### src/rtl/colide_scan_pkg.sv
// Shared types for the collision scanner: obstacle record,
// default obstacle table, FSM states and the overlap test.
package colide_pkg;

  typedef struct packed {
    logic [9:0] ini_x;
    logic [9:0] fin_x;
    logic [9:0] ini_y;
    logic [9:0] fin_y;
  } obst_t;

  typedef enum logic [1:0] {
    IDLE,
    SCAN,
    DONE
  } state_t;

  localparam int N_TABLE = 10;

  // Obstacles 3 and 7 share the patch x 55..60, y 320..330.
  localparam obst_t OBST_TABLE [N_TABLE] = '{
    '{10'd100, 10'd350, 10'd100, 10'd110},
    '{10'd400, 10'd420, 10'd200, 10'd260},
    '{10'd500, 10'd600, 10'd20,  10'd40 },
    '{10'd30,  10'd60,  10'd300, 10'd330},
    '{10'd600, 10'd630, 10'd400, 10'd450},
    '{10'd150, 10'd200, 10'd400, 10'd420},
    '{10'd250, 10'd300, 10'd250, 10'd280},
    '{10'd55,  10'd90,  10'd320, 10'd350},
    '{10'd450, 10'd480, 10'd300, 10'd310},
    '{10'd300, 10'd310, 10'd420, 10'd470}
  };

  function automatic int idx_w(input int n);
    return (n > 1) ? $clog2(n) : 1;
  endfunction

  // Half-open interval overlap, strict on both ends.
  function automatic logic overlap(
    input logic [10:0] a_lo,
    input logic [10:0] a_hi,
    input logic [10:0] b_lo,
    input logic [10:0] b_hi
  );
    return (a_lo < b_hi) && (b_lo < a_hi);
  endfunction

endpackage

### src/rtl/colide_scan_if.sv
// Request/result bundle of the collision scanner.
// master drives start/geometry; slave returns busy/done/flags.
interface colide_scan_if
  import colide_pkg::*;
#(
  parameter int N_OBST = 10
);
  localparam int IW = idx_w(N_OBST);

  logic          start;
  logic [6:0]    tamanho;
  logic [9:0]    xPos;
  logic [8:0]    yPos;
  logic          busy;
  logic          done;
  logic          colisao_max_y;
  logic          colisao_min_y;
  logic          colisao_max_x;
  logic          colisao_min_x;
  logic [IW-1:0] hit_idx;

  modport master (
    output start, tamanho, xPos, yPos,
    input  busy, done, hit_idx,
    input  colisao_max_y, colisao_min_y,
    input  colisao_max_x, colisao_min_x
  );

  modport slave (
    input  start, tamanho, xPos, yPos,
    output busy, done, hit_idx,
    output colisao_max_y, colisao_min_y,
    output colisao_max_x, colisao_min_x
  );
endinterface

### src/rtl/colide_scan_rom.sv
// Combinational obstacle table lookup.
// idx: obstacle index in; rec: rectangle out (zero past table end).
module obstaculo_rom
  import colide_pkg::*;
(
  input  logic [5:0] idx,
  output obst_t      rec
);
  always_comb begin
    rec = '0;
    for (int k = 0; k < N_TABLE; k++) begin
      if (idx == 6'(k)) rec = OBST_TABLE[k];
    end
  end
endmodule

### src/rtl/colide_scan.sv
// Sequential collision scanner: one obstacle per cycle.
// Ports: VGA_clk, reset (sync, high), bus (colide_scan_if.slave).
module colide_scan
  import colide_pkg::*;
#(
  parameter int N_OBST = 10,
  parameter int STEP   = 1,
  parameter int H_MAX  = 640,
  parameter int V_MAX  = 480
)(
  input logic           VGA_clk,
  input logic           reset,
  colide_scan_if.slave  bus
);
  localparam int IW = idx_w(N_OBST);
  localparam int CW = $clog2(N_OBST + 1);

  localparam logic [10:0] S  = 11'(STEP);
  localparam logic [10:0] HM = 11'(H_MAX);
  localparam logic [10:0] VM = 11'(V_MAX);

  state_t state, nxt;

  logic [9:0]    x_q;
  logic [8:0]    y_q;
  logic [6:0]    t_q;
  logic [CW-1:0] rd_idx;
  logic          ev_vld;
  logic [IW-1:0] ev_idx;
  obst_t         obs_q;
  obst_t         rom_rec;
  logic [3:0]    acc;
  logic          hit_any;
  logic [IW-1:0] hit_acc;
  logic [3:0]    flags_q;
  logic [IW-1:0] hit_q;
  logic          done_q;

  logic [10:0] x_lo, x_hi, y_lo, y_hi;
  logic [10:0] ox_lo, ox_hi, oy_lo, oy_hi;
  logic        ov_x, ov_y;
  logic [3:0]  cur;
  logic [3:0]  edge_b;
  logic        last;

  obstaculo_rom u_rom (
    .idx (6'(rd_idx)),
    .rec (rom_rec)
  );

  // Flag order: {max_y, min_y, max_x, min_x}.
  // Up/left shift the obstacle instead of the object so
  // nothing underflows near the screen origin.
  always_comb begin
    x_lo  = {1'b0, x_q};
    x_hi  = x_lo + 11'(t_q);
    y_lo  = {2'b0, y_q};
    y_hi  = y_lo + 11'(t_q);
    ox_lo = {1'b0, obs_q.ini_x};
    ox_hi = {1'b0, obs_q.fin_x};
    oy_lo = {1'b0, obs_q.ini_y};
    oy_hi = {1'b0, obs_q.fin_y};
    ov_x  = overlap(x_lo, x_hi, ox_lo, ox_hi);
    ov_y  = overlap(y_lo, y_hi, oy_lo, oy_hi);
    cur   = '0;
    if (ev_vld && (t_q != '0)) begin
      cur[3] = ov_x &&
        overlap(y_lo + S, y_hi + S, oy_lo, oy_hi);
      cur[2] = ov_x &&
        overlap(y_lo, y_hi, oy_lo + S, oy_hi + S);
      cur[1] = ov_y &&
        overlap(x_lo + S, x_hi + S, ox_lo, ox_hi);
      cur[0] = ov_y &&
        overlap(x_lo, x_hi, ox_lo + S, ox_hi + S);
    end
    edge_b[3] = (y_hi + S) > VM;
    edge_b[2] = y_lo < S;
    edge_b[1] = (x_hi + S) > HM;
    edge_b[0] = x_lo < S;
    last = ev_vld && (ev_idx == IW'(N_OBST - 1));
  end

  always_comb begin
    nxt = state;
    unique case (state)
      IDLE:    if (bus.start) nxt = SCAN;
      SCAN:    if (last) nxt = DONE;
      DONE:    nxt = IDLE;
      default: nxt = IDLE;
    endcase
  end

  always_ff @(posedge VGA_clk) begin
    if (reset) state <= IDLE;
    else       state <= nxt;
  end

  // ROM read is registered; evaluation runs one cycle behind
  // the read index.
  always_ff @(posedge VGA_clk) begin
    if (reset) begin
      x_q     <= '0;
      y_q     <= '0;
      t_q     <= '0;
      rd_idx  <= '0;
      ev_vld  <= 1'b0;
      ev_idx  <= '0;
      obs_q   <= '0;
      acc     <= '0;
      hit_any <= 1'b0;
      hit_acc <= '0;
      flags_q <= '0;
      hit_q   <= '0;
      done_q  <= 1'b0;
    end else begin
      done_q <= (state == SCAN) && last;
      if ((state == IDLE) && bus.start) begin
        x_q     <= bus.xPos;
        y_q     <= bus.yPos;
        t_q     <= bus.tamanho;
        rd_idx  <= '0;
        ev_vld  <= 1'b0;
        acc     <= '0;
        hit_any <= 1'b0;
        hit_acc <= '0;
      end
      if (state == SCAN) begin
        if (rd_idx < CW'(N_OBST)) begin
          obs_q  <= rom_rec;
          ev_idx <= IW'(rd_idx);
          ev_vld <= 1'b1;
          rd_idx <= rd_idx + 1'b1;
        end else begin
          ev_vld <= 1'b0;
        end
        if (ev_vld) begin
          acc <= acc | cur;
          if (!hit_any && (|cur)) begin
            hit_any <= 1'b1;
            hit_acc <= ev_idx;
          end
        end
        if (last) begin
          flags_q <= acc | cur | edge_b;
          if (hit_any)     hit_q <= hit_acc;
          else if (|cur)   hit_q <= ev_idx;
          else             hit_q <= '0;
        end
      end
    end
  end

  assign bus.busy          = (state != IDLE);
  assign bus.done          = done_q;
  assign bus.colisao_max_y = flags_q[3];
  assign bus.colisao_min_y = flags_q[2];
  assign bus.colisao_max_x = flags_q[1];
  assign bus.colisao_min_x = flags_q[0];
  assign bus.hit_idx       = hit_q;

endmodule

### src/flat_wrapper.sv
// flat-port wrapper written by rule: the top's interface ports become plain ports
module colide_scan_flat import colide_pkg::*;
#(
  parameter int N_OBST = 10,
  parameter int STEP   = 1,
  parameter int H_MAX  = 640,
  parameter int V_MAX  = 480
)
  (VGA_clk, reset, bus_start, bus_tamanho, bus_xPos, bus_yPos, bus_busy, bus_done, bus_hit_idx, bus_colisao_max_y, bus_colisao_min_y, bus_colisao_max_x, bus_colisao_min_x);
  colide_scan_if #(.N_OBST(N_OBST)) bus_i ();
  input logic VGA_clk;
  input logic reset;
  input wire logic [$bits(bus_i.start)-1:0] bus_start;
  input wire logic [$bits(bus_i.tamanho)-1:0] bus_tamanho;
  input wire logic [$bits(bus_i.xPos)-1:0] bus_xPos;
  input wire logic [$bits(bus_i.yPos)-1:0] bus_yPos;
  output wire logic [$bits(bus_i.busy)-1:0] bus_busy;
  output wire logic [$bits(bus_i.done)-1:0] bus_done;
  output wire logic [$bits(bus_i.hit_idx)-1:0] bus_hit_idx;
  output wire logic [$bits(bus_i.colisao_max_y)-1:0] bus_colisao_max_y;
  output wire logic [$bits(bus_i.colisao_min_y)-1:0] bus_colisao_min_y;
  output wire logic [$bits(bus_i.colisao_max_x)-1:0] bus_colisao_max_x;
  output wire logic [$bits(bus_i.colisao_min_x)-1:0] bus_colisao_min_x;
  assign bus_i.start = bus_start;
  assign bus_i.tamanho = bus_tamanho;
  assign bus_i.xPos = bus_xPos;
  assign bus_i.yPos = bus_yPos;
  assign bus_busy = bus_i.busy;
  assign bus_done = bus_i.done;
  assign bus_hit_idx = bus_i.hit_idx;
  assign bus_colisao_max_y = bus_i.colisao_max_y;
  assign bus_colisao_min_y = bus_i.colisao_min_y;
  assign bus_colisao_max_x = bus_i.colisao_max_x;
  assign bus_colisao_min_x = bus_i.colisao_min_x;
  colide_scan #(.N_OBST(N_OBST), .STEP(STEP), .H_MAX(H_MAX), .V_MAX(V_MAX)) u_core (.VGA_clk(VGA_clk), .reset(reset), .bus(bus_i));
endmodule
### config.mk
export PLATFORM = sky130hd
export DESIGN_NAME = colide_scan_flat
export DESIGN_NICKNAME = d
export VERILOG_FILES = /design/src/rtl/colide_scan_pkg.sv /design/src/rtl/colide_scan_if.sv /design/src/rtl/colide_scan_rom.sv /design/src/rtl/colide_scan.sv /design/src/flat_wrapper.sv
export SDC_FILE = /design/constraint.sdc
export NUM_CORES = 1
export LEC_CHECK = 0
export CORE_MARGIN = 3
export CORE_UTILIZATION = 55
export DETAILED_ROUTE_END_ITERATION = 12
export PLACE_DENSITY = 0.74
export SLEW_MARGIN = 15
export SYNTH_ARGS = -nofsm -noshare
export SYNTH_HDL_FRONTEND = slang
export SYNTH_SLANG_ARGS = --single-unit
### constraint.sdc
create_clock -name VGA_clk -period 6.8 [get_ports VGA_clk]
set_input_delay 1.36 -clock VGA_clk [delete_from_list [all_inputs] [get_ports VGA_clk]]
set_output_delay 1.36 -clock VGA_clk [all_outputs]
set_load 0.01 [all_outputs]
## Word level (Yosys, flattened, before mapping)

Cells that the tools add are included.

| operators by class | value |
|---|---|
| multiply operators | 0 |
| div/mod/pow operators | 0 |
| multiplexer cells | 33 |
| reduce and logical (&&, ||, !) cells | 25 |
| shift operators | 0 |
| add/subtract/negate cells | 11 |
| equal/unequal tests | 13 |
| bitwise gates (word level) | 2 |
| $lt $le $gt $ge | 17 |

Operator list:

| kind | number |
|---|---|
| 40-bit two-way mux | 9 |
| 10-bit by 1-bit adder with 11-bit output (second input constant) | 5 |
| 10-bit by 11-bit < comparator with 1-bit output | 5 |
| 4-bit two-way mux | 13 |
| 37-bit two-way mux | 1 |
| 11-bit by 1-bit adder with 11-bit output (second input constant) | 2 |
| 11-bit by 10-bit < comparator with 1-bit output | 2 |
| 11-bit < comparator | 2 |
| 4-bit by 3-bit equality test with 1-bit output (second input constant) | 4 |
| 1-bit logical AND | 15 |
| 4-bit equality test (second input constant) | 3 |
| 10-bit by 7-bit adder with 11-bit output | 1 |
| 11-bit by 10-bit > comparator with 1-bit output (second input constant) | 1 |
| 11-bit by 9-bit > comparator with 1-bit output (second input constant) | 1 |
| 9-bit by 11-bit < comparator with 1-bit output | 1 |
| 9-bit by 1-bit adder with 10-bit output (second input constant) | 1 |
| 9-bit by 7-bit adder with 10-bit output | 1 |
| 10-bit by 1-bit < comparator with 1-bit output (second input constant) | 1 |
| 10-bit < comparator | 1 |
| 9-bit by 10-bit < comparator with 1-bit output | 1 |
| 9-bit by 1-bit < comparator with 1-bit output (second input constant) | 1 |
| 4-bit by 2-bit equality test with 1-bit output (second input constant) | 2 |
| 4-bit OR | 2 |
| 1-bit two-way mux | 7 |
| other kinds (15) | 19 |

| word-level totals | value |
|---|---|
| register bits | 95 |
| word-level logic and storage cells | 118 |
| output and inout bits | 10 |
| input port bits | 29 |
| memory bits (read-only) | 0 |
| memory bits (writable) | 0 |
| latch bits | 0 |
| memories kept | 0 |

## Longest topological paths before layout

Gate-level depths: netlist of run 1.

| depth | value |
|---|---|
| depth in word-level cells | 11 |
| mapped depth | 18 |
| gate-level depth less buffers | 18 |

## Cells and area by module

Synthesis of run 1 repeated with hierarchy kept, for this count alone.

| unflattened totals | value |
|---|---|
| cell total of the unflattened synthesis | 1107 |
| area total of the unflattened synthesis | 8518.2 µm² |

By module, submodules not included:

| module | times used | cells an instance | area an instance (µm²) |
|---|---|---|---|
| colide_scan | 1 | 1000 | 7880.1 |
| obstaculo_rom | 1 | 107 | 638.1 |

## Least setup slack after synthesis of run 1

Ideal clock, no wire load.

| path | value |
|---|---|
| path kind | flip-flop to flip-flop |
| from | register u_core.y_q[0] |
| to | register u_core.hit_acc[0] |
| clock period less this slack | 4.216 ns |
| slack | 2.584 ns |
| setup time | 0.072 ns |
| data arrival time | 4.145 ns |
| path buffers | 0 |
| stages on the path, launching flop included | 19 |
| path through | dfxtp_1 ha_1 inv_1 fa_1 nand2b_1 a21oi_1 o21ai_0 a21oi_1 inv_1 ha_1 o21a_1 a2111oi_0 nor2_1 o21bai_1 o2bb2ai_1 a2111oi_1 o21ai_1 nand2_2 mux2i_1 |

| between the ends | value |
|---|---|
| word-level cells in the longest chain between the ends | 11 |

Ends and longest elaborated chain:

| what | RTL line | RTL |
|---|---|---|
| start, declared | colide_scan.sv:25 | `logic [8:0] y_q;` |
| start signal, assigned | colide_scan.sv:119 | `y_q <= bus.yPos;` |
| 9-bit by 7-bit adder with 10-bit output | colide_scan.sv:58 | `y_hi = y_lo + 11'(t_q);` |
| 11-bit by 1-bit adder with 11-bit output | colide_scan.sv:68 | `overlap(y_lo + S, y_hi + S, oy_lo, oy_hi);` |
| 10-bit by 11-bit < comparator with 1-bit output | colide_scan_pkg.sv:45 | `return (a_lo < b_hi) && (b_lo < a_hi);` |
| 1-bit logical AND | colide_scan_pkg.sv:45 |  |
| 1-bit logical AND | colide_scan.sv:67 | `cur[3] = ov_x &&` |
| 4-bit two-way mux (*) | colide_scan.sv:66 | `if (ev_vld && (t_q != '0)) begin` |
| 4-bit OR reduction (*) | colide_scan.sv:138 | `if (!hit_any && (\|cur)) begin` |
| 1-bit logical AND (*) | colide_scan.sv:138 |  |
| 4-bit two-way mux (*) | colide_scan.sv:138 |  |
| 4-bit two-way mux (*) | colide_scan.sv:136 | `if (ev_vld) begin` |
| 4-bit two-way mux (*) | colide_scan.sv:127 | `if (state == SCAN) begin` |
| end signal, assigned | colide_scan.sv:140 | `hit_acc <= ev_idx;` |
| end, declared | colide_scan.sv:34 | `logic [IW-1:0] hit_acc;` |

Every way passes the cells marked *; elsewhere a longest branch is shown, timed or not.
A chain may end at the register's enable or synchronous reset.

## Worst setup path after layout of run 1

Ends and elaborated chain as after synthesis.

==> results of run 1 <==
## cells in the mapped netlist, types with 5 or more instances
cell,number,share of area (%)
nor3_1,23,1.6
o21ai_0,35,2.4
nand2_1,112,5.8
nor2b_1,11,0.95
nor4_1,7,0.61
or2_2,8,0.69
a21o_1,14,1.5
clkbuf_1,31,1.6
xnor2_1,36,4.4
nand4_1,9,0.78
o21a_1,10,1.0
a211oi_1,20,2.1
buf_2,6,0.42
a21oi_1,99,6.9
nand2b_1,13,1.1
nand3_1,33,2.3
and3_1,5,0.43
a22oi_1,12,1.2
nand3b_1,6,0.62
o211ai_1,8,0.83
xor2_1,13,1.6
ha_1,100,17
and2_1,5,0.43
inv_1,53,2.8
mux2i_1,5,0.69
a221oi_1,11,1.3
nor2_1,94,4.9
dfxtp_1,90,25
## cell type report
| class | instances | area share (%) |
|---|---|---|
| multi-input combinational | 755 | 63.46 |
| tap | 172 | 2.713 |
| inverter | 54 | 2.555 |
| sequential | 90 | 22.71 |
| clock buffer | 11 | 3.059 |
| timing repair buffer | 41 | 5.015 |
| clock inverter | 5 | 0.4889 |
## flip-flops by register name, summed over array words and instances, names as in the netlist
name and count:
u_core.acc 4, u_core.bus.done 1, u_core.bus.hit_idx 4, u_core.ev_idx 4
u_core.ev_vld 1, u_core.flags_q 4, u_core.hit_acc 4, u_core.hit_any 1
u_core.obs_q 35, u_core.rd_idx 4, u_core.state 2, u_core.t_q 7
u_core.x_q 10, u_core.y_q 9
## final timing paths
path,cells past startpoint,to,slack [ns]
max,18,u_core.hit_acc[0]$_SDFF_PP0_,1.99
min,2,u_core.bus.hit_idx[1]$_SDFFE_PP0P_,0.46
min reg2reg,2,u_core.bus.hit_idx[1]$_SDFFE_PP0P_,0.46
max reg2reg,18,u_core.hit_acc[0]$_SDFF_PP0_,1.99
## logic make-up (layout without fill, tap and decap cells)
group | after synthesis | after routing | synth area share, %
adder cells (fa/ha/maj) | 102 | 102 | 17.89
multiplexers | 5 | 5 | 0.6933
buffers and inverters | 97 | 111 | 5.303
XOR/XNOR | 49 | 49 | 5.945
flip-flops | 90 | 90 | 24.96
AND/OR/NAND/NOR | 342 | 342 | 22.11
AO/OA/AOI/OAI | 257 | 257 | 23.10
## critical path: stages, from the launching register on
cell       delay [ns]
dfxtp_1          0.44
ha_1             0.21
inv_1            0.05
fa_1             0.39
nand2b_1         0.17
a21oi_1          0.19
o21ai_0          0.11
a21oi_1          0.37
inv_1            0.09
ha_1             0.33
o21a_1           0.12
a2111oi_0        0.49
nor2_1           0.09
o21bai_1         0.18
o2bb2ai_1        0.22
a2111oi_1        0.76
o21ai_1          0.18
nand2_2          0.17
mux2i_1          0.19
## power by group
group | leakage [nW] | internal (mW) | switching, mW | total (mW)
registers | 0.735 | 0.554 | 0.0391 | 0.593
logic | 2.31 | 0.182 | 0.256 | 0.438
clock network | 0.136 | 0.260 | 0.224 | 0.484
total | 3.18 | 0.996 | 0.519 | 1.52
## per-layer routing
metal  track usage [%]  wire length, um  vias to the layer above
met3             3.601             1022                       23
met1             38.87             9359                     3139
met2             41.67             8479                      222
met4             5.807              278                        0
li1                  -                -                     3375
met5                 0                0                        -
## through the flow
stage / setup slack, ns / area (um^2) / power, mW / util [%] / hold slack [ns]
finish: 1.986 / 7934 / 1.515 / 62.36 / 0.4582
global route: 1.482 / 7934 / 1.601 / 62.36 / 0.4843
CTS: 1.991 / 7934 / 1.512 / 62.36 / 0.4602
detailed placement: 1.994 / 7652 / 1.033 / 60.15 / 0.4477
global placement: 2.148 / 7652 / 1.028 / 60.15 / 0.4440
floorplan: 2.584 / 7219 / 0.9137 / - / 0.4319
==> flow_summary_export.csv, run 1 <==
group,metric,value,unit
outcome,status,"finished, final reports clean",
clock_tree,h-tree-depth,3,
floorplan,start_util,56.75,%
sta,period_minus_slack,4.814,ns
clock_tree,cts.sinks,90,
logic_synthesis,synth.cell_area,7219,um^2
placement,routabilityCongestion,0.9985,
worst_setup_path,cp.arrival,5.10,ns
worst_setup_path,end_kind,"register",
worst_setup_path,crit_start,"u_core.y_q[0]$_SDFFE_PP0P_",
detailed_routing,viasPerCell,5.992,
final_layout,num-fill-cells,1214,
placement,placed_cells,1112,
clock_tree,numCtsBuffers,9,
min_path,hold_start,"u_core.bus.hit_idx[1]$_SDFFE_PP0P_",
grt,overflow,0,
clock_tree,cts_buffer_depth,2,
detailed_routing,vias,6759,
detailed_routing,final_antenna_net_count,0,
min_path,hp-class,"reg2reg",
floorplan,placementRows,41,
grt,grt_pass1_wl,31190,um
clock_tree,clk_latency,0.35,ns
clock_tree,path_clk_slew,0.07,ns
final_layout,regArea,1802,um^2
sta,fin_crit_sh,70.79,%
detailed_routing,wl_per_cell,16.97,um
clock_tree,cts_tree,"yes",
grt,track_usage,26.55,%
clock_tree,ctsResizeCount,0,
logic_synthesis,ys_ff_latch,90,
logic_synthesis,syn_nets,1073,
sta,max_freq,207.7,MHz
detailed_routing,wl,19140,um
final_layout,nets,1082,
sta,slew-limit-headroom,23.76,%
grt,grt_max_degree,95,
detailed_routing,initialDrtViolationCount,631,
sta,drv_slew,0,
logic_synthesis,ys_seq_area_share,24.96,%
final_layout,final_cell_mix,"112 x nand2_1, 100 x ha_1, 99 x a21oi_1",
worst_setup_path,cp_data_required_time,7.09,ns
sta,fin_setup_tns,0,ns
logic_synthesis,yosysWarnings,0,
floorplan,chipWidth,120.6,um
final_layout,layout.cells.non_filler,1128,
final_layout,final_layout_size_suffix_gt1_share,4.079,%
placement,dp_hpwl,14710,um
logic_synthesis,synth_edf_count,0,
logic_synthesis,synth.distinct_cells,68,
worst_setup_path,crit_fanout,7,
logic_synthesis,synth.avg_cell_area,7.664,um^2
final_layout,final_common_cell,"nand2_1",
grt,grt_pass1_vias,6095,
detailed_routing,dr.pass1.iters,5,
floorplan,core-area,12720,um^2
sta,rsz0062_at_grt,"no",
final_layout,antennaDiodeCount,0,
logic_synthesis,synthArstFlopShare,0,%
floorplan,chipHeight,120.6,um
clock_tree,cts-root-buf,"clkbuf_16",
sta,hold_violations,0,
floorplan,io_pins,39,
placement,numPortBuffers,38,
run,maxCapViolCount,0,
final_layout,multi_input_area,5035,um^2
floorplan,die-area,14540,um^2
power_and_ir_drop,powerDensity,191.0,nW/um^2
power_and_ir_drop,p_leak,3.184,nW
logic_synthesis,synthFlopType,"dfxtp_1",
grt,antenna_found_initial,0,
detailed_routing,route.detailed.drc,0,
logic_synthesis,netlist_instances,942,
power_and_ir_drop,ir_worst_vdd,0.0001124,V
clock_tree,postCtsHoldBufs,0,
worst_setup_path,timing_worst_setup_path_type,"reg2reg",
worst_setup_path,r2r_start,"u_core.y_q[0]$_SDFFE_PP0P_",
sta,max_slew.worst_pin.slew,1.136,ns
sta,finalClockSkew,0.008176,ns
final_layout,areaGrowthSynthToFinish,9.896,%
clock_tree,postCtsSetupRepairBufs,0,
sta,setup_violations,0,
worst_setup_path,startpoint_type,"register",
Note: power is estimated with default switching activity, not from simulation.
==> inputs of run 2 (changes only) <==
- PLACE_DENSITY: 0.74 -> 0.77
- clock period: 6.8 -> 4.05 ns (I/O delays scaled with it)
==> run 2 against run 1 <==
Net effect: the flow now finishes with violations (negative setup slack); combinational power grew 93%; die area stayed put; register-to-register slack lost 2.0 ns; critical endpoint is now u_core.bus.hit_idx[3]$_SDFFE_PP0P_; largest power group unchanged; critical path depth down 2; clock power rose by 93%; critical path type unchanged; via count rose by 5.5%.
==> flow_summary_export.csv, run 2 (synthesized netlist as in run 1, its figures left out) <==
group,metric,value,unit
outcome,status,"complete, but fails checks",
outcome,failed_checks,"negative setup slack",
worst_setup_path,end_kind,"register",
sta,setup_violations,1,
clock_tree,cts.sinks,90,
power_and_ir_drop,powerDensity,321.9,nW/um^2
sta,rsz0062_at_grt,"yes",
detailed_routing,wl,20880,um
floorplan,placementRows,41,
worst_setup_path,slowest_delay,0.43,ns
detailed_routing,route.detailed.drc,0,
worst_setup_path,cp.arrival,4.35,ns
worst_setup_path,crit_slowest_cell,"a311o_1",
clock_tree,cts-root-buf,"clkbuf_16",
grt,antenna_found_initial,0,
sta,period_minus_slack,4.072,ns
run,maxCapViolCount,0,
grt,track_usage,28.64,%
worst_setup_path,cp_num_buf_inv,3,
clock_tree,numCtsBuffers,9,
floorplan,start_util,56.75,%
sta,max_freq,245.6,MHz
final_layout,design_area,8600,um^2
final_layout,areaGrowthSynthToFinish,19.12,%
grt,overflow,0,
grt,grt_pass1_vias,6489,
placement,dp_hpwl,15070,um
clock_tree,cts_buffer_depth,2,
power_and_ir_drop,p_leak,3.519,nW
worst_setup_path,crit_fanout,4,
min_path,hp-class,"reg2reg",
detailed_routing,wl_per_cell,17.63,um
worst_setup_path,regToRegEndpoint,"u_core.bus.hit_idx[3]$_SDFFE_PP0P_",
placement,routabilityCongestion,0.9543,
floorplan,core-area,12720,um^2
detailed_routing,vias,7129,
final_layout,nets,1138,
final_layout,final_layout_size_suffix_gt1_share,12.06,%
final_layout,final_common_cell,"nand2_1",
worst_setup_path,crit_cells,16,
floorplan,io_pins,39,
grt,grt_max_degree,57,
worst_setup_path,ff2ff_setup_slack,-0.02,ns
detailed_routing,final_antenna_net_count,0,
sta,layout_setup_ws,-0.02206,ns
worst_setup_path,crit_family,"compound AO/OA/AOI/OAI gates",
floorplan,chipHeight,120.6,um
sta,hold_violations,0,
detailed_routing,initialDrtViolationCount,810,
sta,slew-limit-headroom,29.97,%
worst_setup_path,cp_data_required_time,4.33,ns
detailed_routing,dr.pass1.iters,5,
floorplan,die-area,14540,um^2
placement,place_area,7951,um^2
final_layout,top_register,"u_core.obs_q",
worst_setup_path,crit_start,"u_core.t_q[0]$_SDFFE_PP0P_",
final_layout,largest_reg_flops,35,
sta,finalClockSkew,0.007081,ns
floorplan,chipWidth,120.6,um
final_layout,antennaDiodeCount,0,
clock_tree,path_clk_slew,0.06,ns
worst_setup_path,critPathCapture,"u_core.bus.hit_idx[3]$_SDFFE_PP0P_",
final_layout,final_cell_mix,"111 x nand2_1, 98 x a21oi_1, 98 x ha_1",
worst_setup_path,ff2ff_path_depth,16,
worst_setup_path,cp_cell_sequence,"buf_6, ha_4, fa_2, a21o_1, a311o_1, and3_4, nor2_4, inv_2, ha_4, a211o_1, or3_4, a2111oi_4, buf_4, nor2_2, a21o_1, a211oi_2",
final_layout,layout.cells.non_filler,1184,
final_layout,largestRegisters,"u_core.obs_q (35), u_core.x_q (10), u_core.y_q (9)",
placement,numPortBuffers,38,
clock_tree,clk_latency,0.36,ns
worst_setup_path,timing_worst_setup_path_type,"reg2reg",
clock_tree,cts_tree,"yes",
clock_tree,h-tree-depth,3,
detailed_routing,viasPerCell,6.021,
worst_setup_path,startpoint_type,"register",
sta,drv_slew,0,
sta,fin_crit_sh,100.5,%
sta,max_slew.worst_pin.slew,1.047,ns
placement,dp_slack,-0.2751,ns
power_and_ir_drop,ir_worst_vdd,0.0002380,V
grt,grt_pass1_wl,33140,um
worst_setup_path,r2r_start,"u_core.t_q[0]$_SDFFE_PP0P_",
placement,placed_cells,1149,
run 2: changes by cell type in the layout (fill, tap and decap cells not counted), sizes merged:
cell / delta
clkinvlp: +1
clkinv: -2
buf: +56
clkbuf: -1
bufinv: +2
run 2: area by class of cell:
cell class | instances | area (um^2)
Timing Repair Buffer | 97 | 834.6
Clock inverter | 6 | 88.84
Sequential cell | 90 | 1803
Clock buffer | 10 | 239.0
Inverter | 54 | 202.7
Fill cell | 1083 | 4123
Multi-Input combinational cell | 755 | 5216
Tap cell | 172 | 215.2
run 2: repair_timing:
item,4_1_cts,5_1_grt
pin swaps,9,21
setup buffers,13,6
resized for setup,13,23
setup endpoints to repair,10,11
hold buffers,0,0
run 2: tightest hold or removal path: cells and delay by family (launching register included):
family,cells,cell delay (ns)
DFF,1,0.31
and+or+nand+nor,1,0.05
AOI/OAI and AO/OA,1,0.05
run 2: layer usage:
layer / wire length, um / global-route usage, % / vias to the layer above
met4: 362 / 8.144 / 0
met2: 9288 / 44.32 / 298
li1: - / - / 3485
met5: 0 / 0 / -
met1: 9436 / 40.44 / 3319
met3: 1789 / 5.940 / 27
run 2: how the worst min path moves through the flow:
stage                                                   from                                  to  slack, ns  depth (start not counted)
after global placement    u_core.bus.hit_idx[2]$_SDFFE_PP0P_  u_core.bus.hit_idx[2]$_SDFFE_PP0P_       0.44                          2
after global routing           u_core.obs_q[26]$_SDFFE_PP0P_       u_core.obs_q[26]$_SDFFE_PP0P_       0.48                          2
after CTS                 u_core.bus.hit_idx[2]$_SDFFE_PP0P_  u_core.bus.hit_idx[2]$_SDFFE_PP0P_       0.46                          2
after floorplan                u_core.obs_q[23]$_SDFFE_PP0P_       u_core.obs_q[23]$_SDFFE_PP0P_       0.43                          2
final                     u_core.bus.hit_idx[1]$_SDFFE_PP0P_  u_core.bus.hit_idx[1]$_SDFFE_PP0P_       0.46                          2
after detailed placement  u_core.bus.hit_idx[2]$_SDFFE_PP0P_  u_core.bus.hit_idx[2]$_SDFFE_PP0P_       0.45                          2
run 2: power breakdown:
part	switching [mW]	internal, mW	total [mW]	leakage [nW]
Combinational	0.481	0.365	0.846	2.63
Sequential	0.0571	0.930	0.987	0.736
Clock	0.376	0.559	0.935	0.155
Total	0.915	1.85	2.77	3.52
run 2: stage by stage:
stage	total power, mW	util [%]	setup TNS [ns]	hold WS (ns)
after floorplan	1.538	-	0	0.4319
after CTS	2.729	66.30	0	0.4623
after detailed placement	1.770	62.50	-1.771	0.4486
after global placement	1.752	62.50	-0.3888	0.4447
after global routing	2.906	67.59	-1.323	0.4829
final	2.768	67.59	-0.02206	0.4611
==> inputs of run 3 (changes only) <==
- SLEW_MARGIN: 15 -> 25
==> results of run 3 <==
Final layout, timing and power as in run 2 (identical DEF).
